--- config.mk ---
export PLATFORM = sky130hd
export DESIGN_NAME = updown_counter_ctrl
export DESIGN_NICKNAME = d
export VERILOG_FILES = /design/src/rtl/updown_counter_ctrl.sv
export SDC_FILE = /design/constraint.sdc
export NUM_CORES = 1
export LEC_CHECK = 0
export BUFFER_PORTS_ARGS = -buffer_cell sky130_fd_sc_hd__buf_2
export CAP_MARGIN = 20
export CORE_MARGIN = 3
export CORE_UTILIZATION = 54
export DETAILED_ROUTE_END_ITERATION = 12
export GPL_TIMING_DRIVEN = 0
export PLACE_DENSITY = 0.84
export SYNTH_ARGS = -nofsm -noshare
export SYNTH_HDL_FRONTEND = slang
export SYNTH_SLANG_ARGS = --single-unit
--- constraint.sdc ---
create_clock -name clk -period 2.05 [get_ports clk]
set_input_delay 0.1025 -clock clk [delete_from_list [all_inputs] [get_ports clk]]
set_output_delay 0.1025 -clock clk [all_outputs]
set_load 0.05 [all_outputs]
--- src/rtl/updown_counter_ctrl.sv ---
// Button debounce + STOP/RUN/CLEAR control for the 0..9999 up/down counter.
// Optional end-of-range auto stop is enabled with `define UPDOWN_AUTO_STOP_EN.
module updown_btn_db #(
  parameter int DEBOUNCE_CYC = 1_000_000
) (
  input  logic clk,
  input  logic rst,
  input  logic btn,
  output logic pulse
);
  localparam int CW = (DEBOUNCE_CYC > 1) ? $clog2(DEBOUNCE_CYC) : 1;
  localparam logic [CW-1:0] LAST = CW'(DEBOUNCE_CYC - 1);

  logic          sync1, sync2, deb, deb_d1;
  logic [CW-1:0] cnt;

  // cnt counts consecutive cycles where the synced level disagrees with deb
  always_ff @(posedge clk or posedge rst) begin
    if (rst) begin
      sync1  <= 1'b0;
      sync2  <= 1'b0;
      deb    <= 1'b0;
      deb_d1 <= 1'b0;
      pulse  <= 1'b0;
      cnt    <= '0;
    end else begin
      sync1  <= btn;
      sync2  <= sync1;
      deb_d1 <= deb;
      pulse  <= deb & ~deb_d1;
      if (sync2 == deb) begin
        cnt <= '0;
      end else if (cnt == LAST) begin
        deb <= sync2;
        cnt <= '0;
      end else begin
        cnt <= cnt + CW'(1);
      end
    end
  end
endmodule

module updown_counter_ctrl #(
  parameter int DEBOUNCE_CYC = 1_000_000,
  parameter int CNT_W        = 14,
  parameter int CNT_MAX      = 9999
) (
  input  logic             clk,
  input  logic             rst,
  input  logic             btn_run,
  input  logic             btn_clear,
  input  logic             btn_mode,
  input  logic [CNT_W-1:0] count,
  output logic             run_en,
  output logic             clear,
  output logic             mode,
  output logic [1:0]       state
);
  localparam logic [1:0] ST_STOP  = 2'b00;
  localparam logic [1:0] ST_RUN   = 2'b01;
  localparam logic [1:0] ST_CLEAR = 2'b10;

  logic [2:0] btns, pulses;
  logic       run_p, clear_p, mode_p, at_end;
  logic [1:0] nxt_state;
  logic       nxt_mode;

  assign btns = {btn_mode, btn_clear, btn_run};

  updown_btn_db #(.DEBOUNCE_CYC(DEBOUNCE_CYC)) u_db [2:0] (
    .clk   (clk),
    .rst   (rst),
    .btn   (btns),
    .pulse (pulses)
  );

  assign run_p   = pulses[0];
  assign clear_p = pulses[1];
  assign mode_p  = pulses[2];

`ifdef UPDOWN_AUTO_STOP_EN
  localparam logic [CNT_W-1:0] END_UP = CNT_W'(CNT_MAX);
  logic [CNT_W-1:0] count_d1, end_val;

  always_ff @(posedge clk or posedge rst) begin
    if (rst) count_d1 <= '0;
    else     count_d1 <= count;
  end

  // Stop only on arrival at the end value, so starting a run parked there is allowed
  assign end_val = mode ? '0 : END_UP;
  assign at_end  = (count == end_val) && (count_d1 != end_val);
`else
  logic unused_count;
  assign unused_count = ^count;
  assign at_end       = 1'b0;
`endif

  always_comb begin
    nxt_state = state;
    nxt_mode  = mode;
    case (state)
      ST_STOP: begin
        if (clear_p)    nxt_state = ST_CLEAR;
        else if (run_p) nxt_state = ST_RUN;
        if (mode_p)     nxt_mode  = ~mode;
      end
      ST_RUN: begin
        if (clear_p)     nxt_state = ST_CLEAR;
        else if (run_p)  nxt_state = ST_STOP;
        else if (at_end) nxt_state = ST_STOP;
      end
      ST_CLEAR: nxt_state = ST_STOP;
      default:  nxt_state = ST_STOP;
    endcase
  end

  // Outputs decoded from the next state so they change on the same edge as state
  always_ff @(posedge clk or posedge rst) begin
    if (rst) begin
      state  <= ST_STOP;
      run_en <= 1'b0;
      clear  <= 1'b0;
      mode   <= 1'b0;
    end else begin
      state  <= nxt_state;
      run_en <= (nxt_state == ST_RUN);
      clear  <= (nxt_state == ST_CLEAR);
      mode   <= nxt_mode;
    end
  end
endmodule
# Word level (Yosys, flattened, before mapping)
# Cells that the tools add are included.
[classes]
eq_ne = 9
n_bitwise = 10
n_mux = 11
n_reduce_logical = 5
n_addsub = 3
[ops]
columns = ["operator", "n"]
rows = [
  ["20-bit 2-to-1 mux", 6],
  ["20-bit by 1-bit adder with 20-bit output, second input constant", 3],
  ["20-bit == test, second input constant", 3],
  ["2-bit 2-to-1 mux", 4],
  ["2-bit AND reduction", 4],
  ["1-bit inverter", 7],
  ["2-bit by 1-bit == test with 1-bit output, second input constant", 2],
  ["2-bit one-hot mux with 2 select lines", 1],
  ["1-bit AND", 3],
  ["1-bit == test", 3],
  ["2-bit == test, second input constant", 1],
  ["2-bit zero test", 1],
]
[totals]
reg_bits = 80
output_inout_bits = 5
elab_cells = 60

# Logic depth before layout (Yosys ltp)
[depth]
ltp_word = 4
mapped_depth = 6

# Hierarchy
# From an unflattened synthesis, not the netlist that was laid out.
[unflattened]
hier_cells = 346
area_unflattened_um2 = 3804.9
[modules_own_cells]
columns = ["mod", "cells_per_inst", "instances", "seq_area_each_um2", "area_per_inst_um2"]
rows = [
  ["updown_btn_db", 111, 3, 625.6, 1206.2],
  ["updown_counter_ctrl", 13, 1, 125.1, 186.4],
]

# Least setup slack after synthesis
# No wires, ideal clock.
[synth_path]
path_kind = "flip-flop to flip-flop"
start = "register u_db[1].cnt[12]"
end = "register u_db[1].deb"
period_less_slack_ns = 2.077
path_stages_with_launch = 5
setup_slack_ns = -0.027
required_ns = 1.925
path_buffers = 0
arrival_time_ns = 1.952
cell_sequence = "dfrtp_1 > or4b_1 > or4_4 > nor2_1 > mux2_2"
[synth_via]
elab_chain_len = 2
[synth_lines]
columns = ["item", "line", "text"]
rows = [
  ["from (decl)", "15", "logic [CW-1:0] cnt;"],
  ["from (signal assigned)", "37", "cnt <= cnt + CW'(1);"],
  ["20-bit == test", "33", "end else if (cnt == LAST) begin"],
  ["2-bit AND reduction (no source line)", "n/a", ""],
  ["to (signal assigned)", "34", "deb <= sync2;"],
  ["to (decl)", "14", "logic sync1, sync2, deb, deb_d1;"],
]
# Every way passes these cells.
# A chain may end at the register's enable or synchronous reset.

# Worst setup path in the final report
# Ends and elaborated chain as after synthesis.

==> key figures <==
Die
  • Die Wd: about 88 um
  • Ports: 24
  • Initial core utilization: 56.6%
  • FP Rows: 29
  • Die area: 7790 um2
  • Core area: around 6500 um2
  • Die H: between 80 and 90 um

STA
  • Unrepaired setup endpoints after global routing: yes
  • Fin crit period: 2.01 ns
  • Setup violators final: 0
  • Max Clock Freq: around 500 MHz
  • Skew final: about 0.0076 ns
  • Hold Fails Final Rpt: 0
  • Worst slew pin tran: roughly 0.84 ns
  • Max-slew headroom: between 40% and 50%
  • Fin crit share: a little under 100%
  • Final Slew Violations: 0

Synth
  • Ys async rst share: 100%
  • Ys Warns: 0
  • Cell variety after synth: 34
  • Synthesis-stage register bit count: 80
  • Post-synthesis sequential area ratio: a little over half
  • Most used DFF post-synth: dfrtp_1
  • Synth Cell Area: 3660 um2
  • Mean post-synth cell area: between 10 and 15 um2
  • Synth Instances: 358
  • Post-synth EDFFs: 0
  • Syn Nets: 380

Clock tree
  • Clock sinks: 80
  • Max Root-Sink Buffers: 2
  • CTS Buf Count: 9
  • H-Tree Depth: 3
  • Worst-skew pair later-pin latency: ~0.35 ns
  • Clk slew on worst S/H paths: 0.08 ns
  • CTS root buf: clkbuf_8
  • CTS tree: built

Routing
  • # DRC: 0
  • Drt pass-1 iters: 5
  • Post-DRT Antenna Nets: 0
  • Vias post-DR: 2727
  • Routed WL: slightly below 7000 um
  • DR iter-0 viols: approximately 290
  • Average wire per cell in the routed design: 14.7 um
  • Via/cell ratio: around 5.8

Worst setup path
  • Slowest cell delay on critical path: between 0.5 and 0.6 ns
  • Worst-path maximum fanout: 3
  • WP data required: between 2 and 2.5 ns
  • WP data arrival: approximately 2.3 ns
  • R2r endpoint: u_db[1].deb
  • Reg2reg setup slack: 0.04 ns
  • CP Cell Sequence: or4b_1 -> or4_4 -> nor2_4 -> mux2_4
  • CP endpoint kind: flip-flop
  • CP max stage cell: or4_4
  • CP Class: flip-flop to flip-flop
  • CP top delay family: simple AND/OR/NAND/NOR gates
  • Start of the worst register-to-register path: u_db[1].cnt[12]
  • Reg2reg path depth: 4
  • Startpoint class of the critical path: flip-flop
  • Crit path buf inv count: 0

Power
  • Pwr Density: 701 nW/um2
  • Final total power: 2.92 mW
  • Leak Pwr: 1.72 nW
  • VDD IR-drop max: about 0.00040 V

Final layout
  • Share of layout cells above drive strength 1: 13.7%
  • Nets: between 400 and 500
  • Layout Cells excl Fill: 470
  • Antenna Cells: 0
  • Syn-to-layout area delta: 14.0%

Global route
  • Grt total ovfl: 0
  • Initial antenna violation count: 0
  • Largest net degree at the start of global routing: 42
  • Global-route wire length before repair: 11700 um
  • All-layer global routing usage: around a fifth
  • Vias in the first global route: ~2600

Place
  • Post-detail-place hpwl: 4510 um
  • Routability cong.: 0.855
  • # port buffers: 9
  • Dpl cells: 445

Hold path
  • Hold path endpoint: u_db[1].sync2
  • Hold Path Cell Cnt: 0
  • Worst hold-check path type: flip-flop to flip-flop
  • Min-delay src: u_db[1].sync1

Flow run
  • Max cap viols: 0

Outcome
  • Status: completed
## cell type report
class	instances	area [um2]
fill	487	2290
sequential	80	2000
multi-input combinational	256	1620
timing repair buffer	21	158
clock buffer	11	141
tap	77	96.3
clock inverter	5	63.8
inverter	13	52.6
buffer	7	37.5
## cells in the mapped netlist, types with 6 or more instances
library cell	count	share of area [%]
a21oi_1	12	1.6
clkbuf_1	7	0.72
dfrtp_1	80	55
inv_1	13	1.3
nand2_1	21	2.2
nand3_1	19	2.6
nand4_1	15	2.6
nor2_1	55	5.6
nor2b_1	7	1.2
nor3_1	15	2.1
nor4_1	12	2.1
o21ai_0	10	1.4
or3_1	6	1.0
or4_1	6	1.2
xnor2_1	31	7.4
xor2_1	13	3.1
## cells in the final DEF, fill, tap and decap left out, types with 12 or more instances in the layout
master,instances
nand3_1,16
xor2_1,13
inv_1,12
xnor2_1,31
nor4_1,12
a21oi_1,12
nor2_1,54
nor3_1,15
dfrtp_1,79
nand2_1,21
nand4_1,15
## how the worst max path moves through the flow
stage               startpoint              end  slack (ns)  cells after the start
5_1_grt         u_db[1].cnt[5]  u_db[1].cnt[19]       -0.02                      4
3_5_place_dp    u_db[1].cnt[0]  u_db[1].cnt[13]       -0.12                      6
3_3_place_gp    u_db[1].cnt[0]  u_db[1].cnt[10]       -0.08                      6
6_report       u_db[1].cnt[12]      u_db[1].deb        0.04                      4
2_1_floorplan  u_db[1].cnt[12]      u_db[1].deb       0.004                      4
4_1_cts         u_db[2].cnt[6]  u_db[2].cnt[18]        0.01                      5
## repair_timing
| item | CTS | global route |
|---|---|---|
| gates resized for setup | 4 | 11 |
| pin swaps | 2 | 1 |
| hold buffers | 4 | 0 |
| endpoints found under the setup margin | 13 | 34 |
| hold endpoints to repair | 42 | 0 |
| buffers inserted | 6 | 1 |
## where the power goes
group / switching, mW / internal (mW) / total (mW)
combinational: 0.0712 / 0.0394 / 0.111
sequential: 0.0198 / 1.60 / 1.62
clock: 0.586 / 0.607 / 1.19
total: 0.677 / 2.24 / 2.92
## routing by layer
| metal | track usage [%] | up-vias | wire [um] |
|---|---|---|---|
| met5 | 0 | - | 0 |
| met4 | 7.01 | 0 | 99 |
| met3 | 4.56 | 10 | 282 |
| met2 | 31.6 | 75 | 3500 |
| met1 | 25.1 | 1337 | 3010 |
| li1 | - | 1305 | - |
## metrics by stage
| step | setup WS, ns | instance area, um2 | hold WS [ns] | TNS [ns] | util (%) |
|---|---|---|---|---|---|
| 2_1_floorplan | 0.00383 | 3660 | 0.134 | 0 | - |
| 3_3_place_gp | -0.0784 | 3800 | 0.210 | -0.835 | 58.9 |
| 3_5_place_dp | -0.118 | 3820 | 0.212 | -1.33 | 59.2 |
| 4_1_cts | 0.0124 | 4130 | 0.362 | 0 | 63.9 |
| 5_1_grt | -0.0170 | 4170 | 0.374 | -0.0795 | 64.5 |
| 6_report | 0.0388 | 4170 | 0.361 | 0 | 64.5 |
## cells by family after synthesis
| family | synth area share (%) |
|---|---|
| buffers and inverters | 2.50 |
| and+or+nand+nor | 24.5 |
| muxes | 1.47 |
| xor gates and xnor gates | 10.5 |
| adders and majority gates | 1.03 |
| AOI/OAI and AO/OA | 5.20 |
| DFF | 54.8 |
## registers in the layout, indices dropped and copies added (netlist names)
name,flops
clear,1
mode,1
run_en,1
state,2
u_db.cnt,60
u_db.deb,3
u_db.deb_d1,3
u_db.pulse,3
u_db.sync1,3
u_db.sync2,3
Power figures use the tool's default switching activity.
